==> src/rtl/gray_counter.sv <==
// ============================================================================
// Module   : gray_counter
// Brief    : W-bit Gray-code counter with valid/ready handshake, load and
//            terminal-count pulse. Define GRAY_UPDOWN_EN to honour dir.
// Revision : 1.0
// ============================================================================
`default_nettype none

module gray_counter #(
  parameter int W = 4
) (
  input  logic         clk,
  input  logic         rst,
  input  logic         en,
  input  logic         load,
  input  logic [W-1:0] din,
  input  logic         dir,
  input  logic         ready,
  output logic [W-1:0] g,
  output logic         valid,
  output logic         tc
);

  localparam logic [0:0]   IDLE = 1'b0;
  localparam logic [0:0]   RUN  = 1'b1;
  localparam logic [W-1:0] ONE  = {{(W-1){1'b0}}, 1'b1};
  localparam logic [W-1:0] TOP  = {1'b1, {(W-1){1'b0}}};

  if (W < 2 || W > 8) begin : g_bad_width
    $error("gray_counter: W must be in 2..8");
  end

  logic [0:0]   state;
  logic [W-1:0] bin;
  logic [W-1:0] bin_next;
  logic [W-1:0] g_next;
  logic         wrap;
  logic         xfer;

  // Gray to binary: each binary bit is the XOR of all Gray bits at or above it.
  always_comb begin
    logic acc;
    acc = 1'b0;
    bin = '0;
    for (int i = W - 1; i >= 0; i--) begin
      acc    = acc ^ g[i];
      bin[i] = acc;
    end
  end

`ifdef GRAY_UPDOWN_EN
  assign bin_next = dir ? (bin + ONE) : (bin - ONE);
  assign wrap     = dir ? (g == TOP) : (g == '0);
`else
  logic unused_dir;
  assign unused_dir = dir;
  assign bin_next   = bin + ONE;
  assign wrap       = (g == TOP);
`endif

  assign g_next = bin_next ^ (bin_next >> 1);
  assign valid  = (state == RUN);
  assign xfer   = valid && ready && en;

  always_ff @(posedge clk) begin
    if (rst) begin
      state <= IDLE;
      g     <= '0;
      tc    <= 1'b0;
    end else if (load) begin
      // Load overrides a same-cycle transfer; the presented value is consumed.
      state <= RUN;
      g     <= din;
      tc    <= 1'b0;
    end else if (!en) begin
      state <= IDLE;
      tc    <= 1'b0;
    end else begin
      state <= RUN;
      if (xfer) begin
        g  <= g_next;
        tc <= wrap;
      end else begin
        tc <= 1'b0;
      end
    end
  end

endmodule

`default_nettype wire

==> config.mk <==
export PLATFORM = sky130hd
export DESIGN_NAME = gray_counter
export DESIGN_NICKNAME = d
export VERILOG_FILES = /design/src/rtl/gray_counter.sv
export SDC_FILE = /design/constraint.sdc
export NUM_CORES = 1
export LEC_CHECK = 0
export CORE_AREA = 5 5 42 44
export DETAILED_ROUTE_END_ITERATION = 8
export DIE_AREA = 0 0 47 49
export PLACE_DENSITY = 0.56
export SLEW_MARGIN = 15
export SYNTH_ARGS = -nofsm -noshare
export SYNTH_HDL_FRONTEND = slang
export SYNTH_SLANG_ARGS = --single-unit
==> constraint.sdc <==
create_clock -name clk -period 1.9 [get_ports clk]
set_input_delay 0.38 -clock clk [delete_from_list [all_inputs] [get_ports clk]]
set_output_delay 0.38 -clock clk [all_outputs]
set_load 0.03 [all_outputs]
==> metrics.csv, run 1 <==
metric;value;unit
outcome;completed;
grt_busiest_layer;met2;
clk_pin_slew;0.05;ns
drive_above_1_share;20.3;%
finalPower;398;uW
fin_crit;1.80;ns
ys_types;21;
dr.pass1.iters;4;
skew;0.00608;ns
port_buffers;14;
grt_usage;8.38;%
critPathKind;register to register;
die_height;49;um
grt_use_met3;4.43;%
crit_start;g[2];
syn_avg_cell_area;8.29;um2
worst_ep_required_time;2.06;ns
finalHoldViolations;0;
ys_warn_count;0;
drt.antenna.violating_nets;0;
rows;14;
slew_viol_final;0;
post_cts_resize_count;0;
via_count;354;
cts_tree;done;
ys_ff_latch;6;
cp_data_arrival_time;1.96;ns
n_antenna_cell;0;
finalCritPeriodShare;94.8;%
drc;0;
tns;0;ns
hp-start;g[3];
n_fill_cell;166;
p_per_area;688;nW/um2
setup_violations;0;
yosysSeqAreaShare;33.7;%
worst_path_max_delay_cell;dfxtp_4;
drt_wl_total;806;um
whs;0.645;ns
hold_buffers;0;
cp-start-kind;register;
multi_input_comb_area;246;um2
register_area;125;um2
cts-root-buf;clkbuf_4;
cts.sinks;6;
cts.path.max_buffers;2;
grt_first_pass_wirelength;1370;um
p_leak;0.238;nW
place_congestion;0.714;
cp.buffers_inverters;2;
insertion_delay;0.24;ns
h-tree-depth;1;
grt_max_degree;11;
rsz0062_at_grt;true;
post-cts-setup-buffers;0;
synthToLayoutAreaGrowth;62.5;%
dp_hpwl;645;um
path_cells;inv_1 -> ha_4 -> inv_1 -> ha_4 -> xnor2_2 -> a221oi_2 -> a21oi_2 -> xor2_1 -> a211oi_2;
grt_use_met2;11.8;%
dieArea;2300;um2
grt.met1_usage;10.1;%
fmax;0.555;GHz
cts_made_buffers;3;
grt_pass1_vias;346;
hold_path_class;register to register;
initial_core_util;25.4;%
die_x;47;um
worst-path-max-fanout;4;
netlist_area;357;um2
crit_path_end_kind;register;
detail_route.wl_per_cell;10.7;um
max_slew_margin;76.9;%
num_io_pins;16;
drt-initial-drc-count;5;
ir_worst_vdd;0.331;mV
antenna_found_initial;0;
r2r_start;g[2];
final_util;41.3;%
cp_slowest_stage_delay;0.34;ns
coreArea;1400;um2
cpLargestDelayFamily;adder cells;
syn_inst;43;
tightestPinTransition;0.345;ns
synth_nets;55;
nets;72;
drv_cap;0;
overflow;0;
vias_per_cell;4.72;
==> layer usage <==
metal	routed length (um)	part of all wire [%]
met5	0	0
met4	5	0.62
met3	68	8.4
met2	357	44
met1	375	47
==> cell type report <==
| class | instances | share of cell area, % |
|---|---|---|
| inverter | 3 | 1.94 |
| clock buffer | 4 | 4.54 |
| sequential | 6 | 21.6 |
| multi-input combinational | 31 | 42.5 |
| tap | 16 | 3.46 |
| timing repair buffer | 15 | 25.9 |
==> worst paths after layout <==
check	to	slack, ns	depth (start not counted)
max	g[2]	0.1	9
min	g[2]	0.65	2
max reg2reg	g[2]	0.1	9
min reg2reg	g[2]	0.65	2
==> metrics by stage <==
step           area [um2]  worst slack (ns)  cells
5_1_grt               579           -0.0388     75
3_3_place_gp          539            0.0541     71
6_report              579            0.0984     75
3_5_place_dp          539            0.0405     71
2_1_floorplan         387            0.0247     43
4_1_cts               566            0.0308     75
==> tightest hold or removal path: cells and delay by family (launching register included) <==
family,cells,cell delay (ns)
XOR/XNOR,1,0.18
AO/OA/AOI/OAI,1,0.08
flip-flops,1,0.35
==> report_power, final <==
group | internal, mW | switching [mW] | total, mW
Sequential | 0.133 | 0.00911 | 0.142
Combinational | 0.0670 | 0.0604 | 0.127
Clock | 0.0797 | 0.0491 | 0.129
Total | 0.280 | 0.119 | 0.398
==> cell families (layout without fill, tap and decap cells) <==
kind of cell	after synthesis	count (layout)	share of synthesized area, %
muxes	1	1	2.81
and+or+nand+nor	16	16	22.5
buffers and inverters	6	22	7.37
AOI/OAI and AO/OA	9	9	19.3
adders and majority gates	2	2	7.02
DFF	6	6	33.7
xor gates and xnor gates	3	3	7.37
==> synthesized netlist by cell type <==
library cell	count	area share, %
a211oi_2	1	3.5
a21oi_1	4	5.6
a221oi_2	1	4.2
a311oi_1	1	2.5
and3_1	1	1.8
and4b_1	1	2.8
buf_4	1	2.1
clkbuf_1	2	2.1
dfxtp_1	6	34
ha_1	2	7.0
inv_1	3	3.2
mux2i_1	1	2.8
nand2_1	1	1.1
nand3_1	2	2.8
nor2_1	7	7.4
nor2b_1	3	5.3
nor3_1	1	1.4
o21ai_0	1	1.4
o31ai_1	1	2.1
xnor2_1	1	2.5
xor2_1	2	4.9
==> layout by cell type (no fill, tap or decap) <==
| cell | Yosys | layout |
|---|---|---|
| nor3_1 | 1 | 1 |
| a21oi_2 | 0 | 1 |
| o31ai_1 | 1 | 1 |
| inv_1 | 3 | 3 |
| nor2_1 | 7 | 7 |
| o21ai_0 | 1 | 1 |
| ha_4 | 0 | 2 |
| nand2_1 | 1 | 1 |
| buf_4 | 1 | 1 |
| dlymetal6s2s_1 | 0 | 1 |
| xnor2_2 | 0 | 1 |
| dfxtp_4 | 0 | 1 |
| a211oi_2 | 1 | 1 |
| a21oi_1 | 4 | 3 |
| dfxtp_2 | 0 | 1 |
| a311oi_1 | 1 | 1 |
| xor2_1 | 2 | 2 |
| nand3_1 | 2 | 2 |
| and4b_1 | 1 | 1 |
| clkbuf_4 | 0 | 3 |
| and3_1 | 1 | 1 |
| a221oi_2 | 1 | 1 |
| nor2b_1 | 3 | 3 |
| clkbuf_1 | 2 | 1 |
| mux2i_1 | 1 | 1 |
| clkdlybuf4s50_1 | 0 | 13 |
| dfxtp_1 | 6 | 4 |
No activity file was read; power rests on OpenSTA's default activity.
==> run 2: changes to the inputs <==
- clock period: 1.9 -> 1.5 ns (I/O delays scaled with it)
==> run 2 against run 1 <==
Effect of this change: the flow now finishes with violations (negative setup slack); via count up 7.3%; largest cell class unchanged; fmax up 0.70%; register-to-register slack worse by 0.39 ns; clock power up 26%; combinational power up 43%; setup slack worse by 0.39 ns; core utilization up 3.1 points.
==> metrics.csv, run 2 (synthesized netlist as in run 1, its figures left out) <==
metric;value;unit;change
outcome;finished with violations;;
violations;negative setup slack;;
cts-root-buf;clkbuf_4;;
r2r_end;g[2];;
slew_viol_final;0;;unchanged
n_antenna_cell;0;;unchanged
num_io_pins;16;;unchanged
finalHoldViolations;0;;unchanged
drt-initial-drc-count;7;;+2
clk_pin_slew;0.05;ns;about the same
overflow;0;;unchanged
drive_above_1_share;30.8;%;+10 points
max_slew_margin;74.1;%;-2.8 points
worst-path-max-fanout;4;;unchanged
hold_path_class;input pin to register;;
whs;0.639;ns;-0.00662 ns
vias_per_cell;4.69;;-0.61%
skew;0.00557;ns;-0.000513 ns
place_congestion;0.670;;-6.2%
dieArea;2300;um2;unchanged
grt_first_pass_wirelength;1300;um;-4.5%
r2r_setup_slack;-0.29;ns;-0.39 ns
finalPower;521;uW;+31%
crit_path_end_kind;register;;
coreArea;1400;um2;unchanged
finalCritPeriodShare;119;%;+24 points
h-tree-depth;1;;unchanged
fmax;0.559;GHz;+0.70%
grt_pass1_vias;332;;-4.0%
ir_worst_vdd;0.541;mV;+63%
hold_buffers;0;;unchanged
path_cells;inv_2 -> ha_4 -> inv_2 -> ha_4 -> xnor2_4 -> a221oi_2 -> a21oi_1 -> xor2_1 -> a211oi_2;;
cp-start-kind;register;;
reg2reg_depth;9;;unchanged
cts.sinks;6;;unchanged
tightestPinTransition;0.388;ns;+0.0425 ns
initial_core_util;25.4;%;unchanged
setup_violations;2;;+2
via_count;380;;+7.3%
insertion_delay;0.24;ns;about the same
cts_tree;done;;
crit_start;g[2];;
antenna_found_initial;0;;unchanged
detail_route.wl_per_cell;10.2;um;-4.7%
p_leak;0.271;nW;+14%
die_x;47;um;unchanged
rsz0062_at_grt;true;;
drt_wl_total;830;um;+3.0%
grt_usage;8.03;%;-0.35 points
dp_hpwl;718;um;+11%
grt_max_degree;11;;unchanged
dr.pass1.iters;3;;-1
rows;14;;unchanged
nets;78;;+8.3%
layout_common_cells;clkdlybuf4s50_1, buf_4, nor2_1;;
cp_slowest_stage_delay;0.34;ns;about the same
drc;0;;unchanged
r2r_start;g[2];;
cts_made_buffers;3;;unchanged
port_buffers;14;;unchanged
cts.path.max_buffers;2;;unchanged
drv_cap;0;;unchanged
endpoint;g[2];;
p_per_area;837;nW/um2;+22%
fin_crit;1.79;ns;-0.0125 ns
critPathKind;register to register;;
cp_data_arrival_time;1.95;ns;about the same
drt.antenna.violating_nets;0;;unchanged
worst_path_max_delay_cell;dfxtp_4;;
finalWorstSetupSlack;-0.289;ns;-0.388 ns
synthToLayoutAreaGrowth;74.7;%;
worst_ep_required_time;1.66;ns;-0.40 ns
die_height;49;um;unchanged
==> run 2: cell count changes in the layout (fill, tap and decap cells not counted), moves of 2 or more <==
cell,delta
buf_4,+7
clkdlybuf4s50_1,-5
dlygate4sd2_1,+5
inv_1,-2
inv_2,+2
==> run 2: worst max-delay path, delay by kind of cell (launching register included) <==
kind / cells / cell delay [ns]
XOR/XNOR: 2 / 0.31
flip-flops: 1 / 0.34
AO/OA/AOI/OAI: 3 / 0.46
adder cells (fa/ha/maj): 2 / 0.52
buffers and inverters: 2 / 0.08
==> run 2: area by class of cell <==
class / count / area, um2
fillers: 162 / 778
clock buffers: 4 / 26.3
inverters: 3 / 11.3
repair buffers: 21 / 184
multi-input cells: 31 / 254
flip-flops and latches: 6 / 128
well taps: 16 / 20.0
==> run 2: worst min-delay path by stage <==
stage	start	end	slack, ns	cells after the start
6_report	en	valid	0.64	3
3_5_place_dp	g[3]	tc	0.68	2
4_1_cts	en	valid	0.63	3
5_1_grt	en	valid	0.63	3
3_3_place_gp	g[3]	tc	0.67	2
2_1_floorplan	rst	g[3]	0.36	1
==> run 2: layer usage <==
metal	routed length (um)	track usage (%)	up-vias
met4	0	4.15	0
met1	339	9.25	169
met5	0	0	-
li1	-	-	198
met3	89	4.43	0
met2	402	11.5	13
==> run 2: repair_timing <==
action | 4_1_cts | 5_1_grt
setup endpoints to repair | 7 | 2
gates resized for setup | 6 | 1
setup buffers | 0 | 0
pin swaps | 1 | 0
==> run 2: where the power goes <==
group          switching, mW  total [mW]  internal (mW)
logic                 0.0826       0.182         0.0995
clock network         0.0613       0.162          0.101
registers            0.00939       0.177          0.168
total                  0.153       0.521          0.368
==> run 2: stage by stage <==
stage | worst slack (ns) | std cells | instance area [um2] | util (%) | setup TNS, ns
final | -0.289 | 81 | 623 | 44.5 | -0.439
after global routing | -0.357 | 81 | 623 | 44.5 | -0.601
after CTS | -0.299 | 81 | 612 | 43.7 | -0.480
after detailed placement | -0.292 | 77 | 592 | 42.2 | -0.765
after global placement | -0.280 | 77 | 592 | 42.2 | -0.771
after floorplan | -0.318 | 43 | 397 | - | -0.540
==> run 3: changes to the inputs <==
- CAP_MARGIN: not set -> 20
- CORE_AREA: 5 5 42 44 -> 2 2 39 41
- DIE_AREA: 0 0 47 49 -> 0 0 41 43
==> run 3 against run 2 <==
Effect of this change: the flow still finishes with violations (negative setup slack); non-clock buffer count increased by 1; first-iteration DRC count unchanged; setup slack got worse by 0.012 ns; critical path type unchanged; fmax decreased by 0.64%.
==> metrics.csv, run 3 (synthesized netlist as in run 1, its figures left out) <==
metric;value;unit;change
outcome;finished with violations;;
violations;negative setup slack;;
crit_path_end_kind;register;;
hold_path_class;input pin to register;;
ir_worst_vdd;0.414;mV;-24%
fmax;0.555;GHz;-0.64%
cts-root-buf;clkbuf_4;;
nets;79;;+1.3%
cp_data_arrival_time;1.97;ns;+0.02 ns
post-cts-setup-buffers;0;;unchanged
die_x;41;um;-13%
detail_route.wl_per_cell;10.4;um;+1.0%
cts_tree;done;;
finalNonFillerCells;82;;+1.2%
layout_commonest_cell;buf_4;;
place_congestion;0.662;;-1.1%
dr.pass1.iters;3;;unchanged
initial_core_util;25.8;%;+0.32 points
fin_crit;1.80;ns;+0.0116 ns
p_per_area;842;nW/um2;+0.62%
drt_wl_total;849;um;+2.3%
dieArea;1760;um2;-23%
holdPathStages;3;;unchanged
grt_usage;12.8;%;+4.7 points
clkPwrFrac;32.6;%;+1.5 points
worst-path-max-fanout;4;;unchanged
skew;0.00628;ns;+0.000712 ns
rsz0062_at_grt;true;;
cts.path.max_buffers;2;;unchanged
final_util;44.8;%;+0.29 points
cp-start-kind;register;;
drc;0;;unchanged
p_leak;0.274;nW;+1.2%
coreArea;1380;um2;-1.2%
swShare;30.6;%;+1.2 points
layout_common_cells;buf_4, clkdlybuf4s50_1, nor2_1;;
r2r_end;g[2];;
slew_viol_final;0;;unchanged
grt_first_pass_wirelength;1420;um;+9.0%
seqPwrFrac;33.6;%;-0.3 points
vias_per_cell;4.65;;-0.96%
finalCritPeriodShare;120;%;+0.77 points
post_cts_resize_count;6;;unchanged
drv_cap;0;;unchanged
num_io_pins;16;;unchanged
finalWorstSetupSlack;-0.301;ns;-0.0116 ns
hold_path_end;valid;;
port_buffers;14;;unchanged
dp_hpwl;691;um;-3.7%
rows;14;;unchanged
grt_max_degree;11;;unchanged
finalPower;521;uW;about the same
drive_above_1_share;31.8;%;+1.0 points
die_height;43;um;-12%
drt-initial-drc-count;7;;unchanged
drt.antenna.violating_nets;0;;unchanged
placedCellCount;78;;+1.3%
hp-start;en;;
max_slew_margin;78.1;%;+4.0 points
whs;0.639;ns;+0.000933 ns
r2r_setup_slack;-0.30;ns;about the same
cts.sinks;6;;unchanged
overflow;0;;unchanged
critPathKind;register to register;;
antenna_found_initial;0;;unchanged
p_int;362;uW;-1.7%
grt_pass1_vias;349;;+5.1%
n_antenna_cell;0;;unchanged
via_count;381;;+0.26%
hold_buffers;0;;unchanged
worst_ep_required_time;1.67;ns;about the same
reg2reg_depth;9;;unchanged
setup_violations;2;;unchanged
cts_made_buffers;3;;unchanged
h-tree-depth;1;;unchanged
r2r_start;g[2];;
power.switching;160;uW;+4.1%
tightestPinTransition;0.327;ns;-0.0606 ns
synthToLayoutAreaGrowth;73.7;%;
power_frac_comb;33.7;%;-1.2 points
insertion_delay;0.25;ns;about the same
clk_pin_slew;0.05;ns;about the same
finalHoldViolations;0;;unchanged
n_fill_cell;149;;-8.0%
-- run 3: cell count changes in the layout (fill, tap and decap cells not counted) --
| cell | change |
|---|---|
| xnor2_4 | -1 |
| buf_4 | +1 |
| xnor2_2 | +1 |
-- run 3: through the flow --
step	setup TNS, ns	area [um2]	setup WS [ns]
after floorplan	-0.540	397	-0.318
after global placement	-0.784	599	-0.307
after detailed placement	-0.758	599	-0.301
after CTS	-0.533	619	-0.315
after global routing	-0.706	619	-0.399
final	-0.491	619	-0.301
-- run 3: worst max-delay path by stage --
stage,startpoint,endpoint,slack [ns]
2_1_floorplan,g[2],g[2],-0.32
3_3_place_gp,g[2],g[2],-0.31
3_5_place_dp,g[2],g[2],-0.30
4_1_cts,g[2],g[2],-0.31
5_1_grt,g[2],g[2],-0.40
6_report,g[2],g[2],-0.30
-- run 3: area by class of cell --
class,instances,area (um2),area share (%)
Clock buffer,4,26.3,4.24
Inverter,3,11.3,1.82
Multi-Input combinational cell,31,243,39.2
Sequential cell,6,128,20.6
Tap cell,16,20.0,3.23
Timing Repair Buffer,22,191,30.9
-- run 3: critical path: stages (launching register included) --
cell	delay, ns
dfxtp_4	0.34
inv_2	0.04
ha_4	0.26
inv_2	0.04
ha_4	0.25
xnor2_2	0.15
a221oi_2	0.22
a21oi_1	0.08
xor2_1	0.18
a211oi_2	0.17
-- run 3: layer usage --
metal	track usage, %	vias to the layer above	wire, um	part of all wire, %
met5	0	-	0	0
met4	8.00	0	14	1.6
met3	7.85	2	53	6.2
met2	18.4	12	423	50
met1	13.2	172	356	42
li1	-	195	-	-
-- run 3: power groups by stage --
stage	clock (mW)	combinational, mW	sequential [mW]
5_1_grt	0.183	0.194	0.176
3_5_place_dp	0	0.182	0.179
2_1_floorplan	0	0.0942	0.196
4_1_cts	0.180	0.178	0.175
3_3_place_gp	0	0.181	0.178
6_report	0.170	0.176	0.175
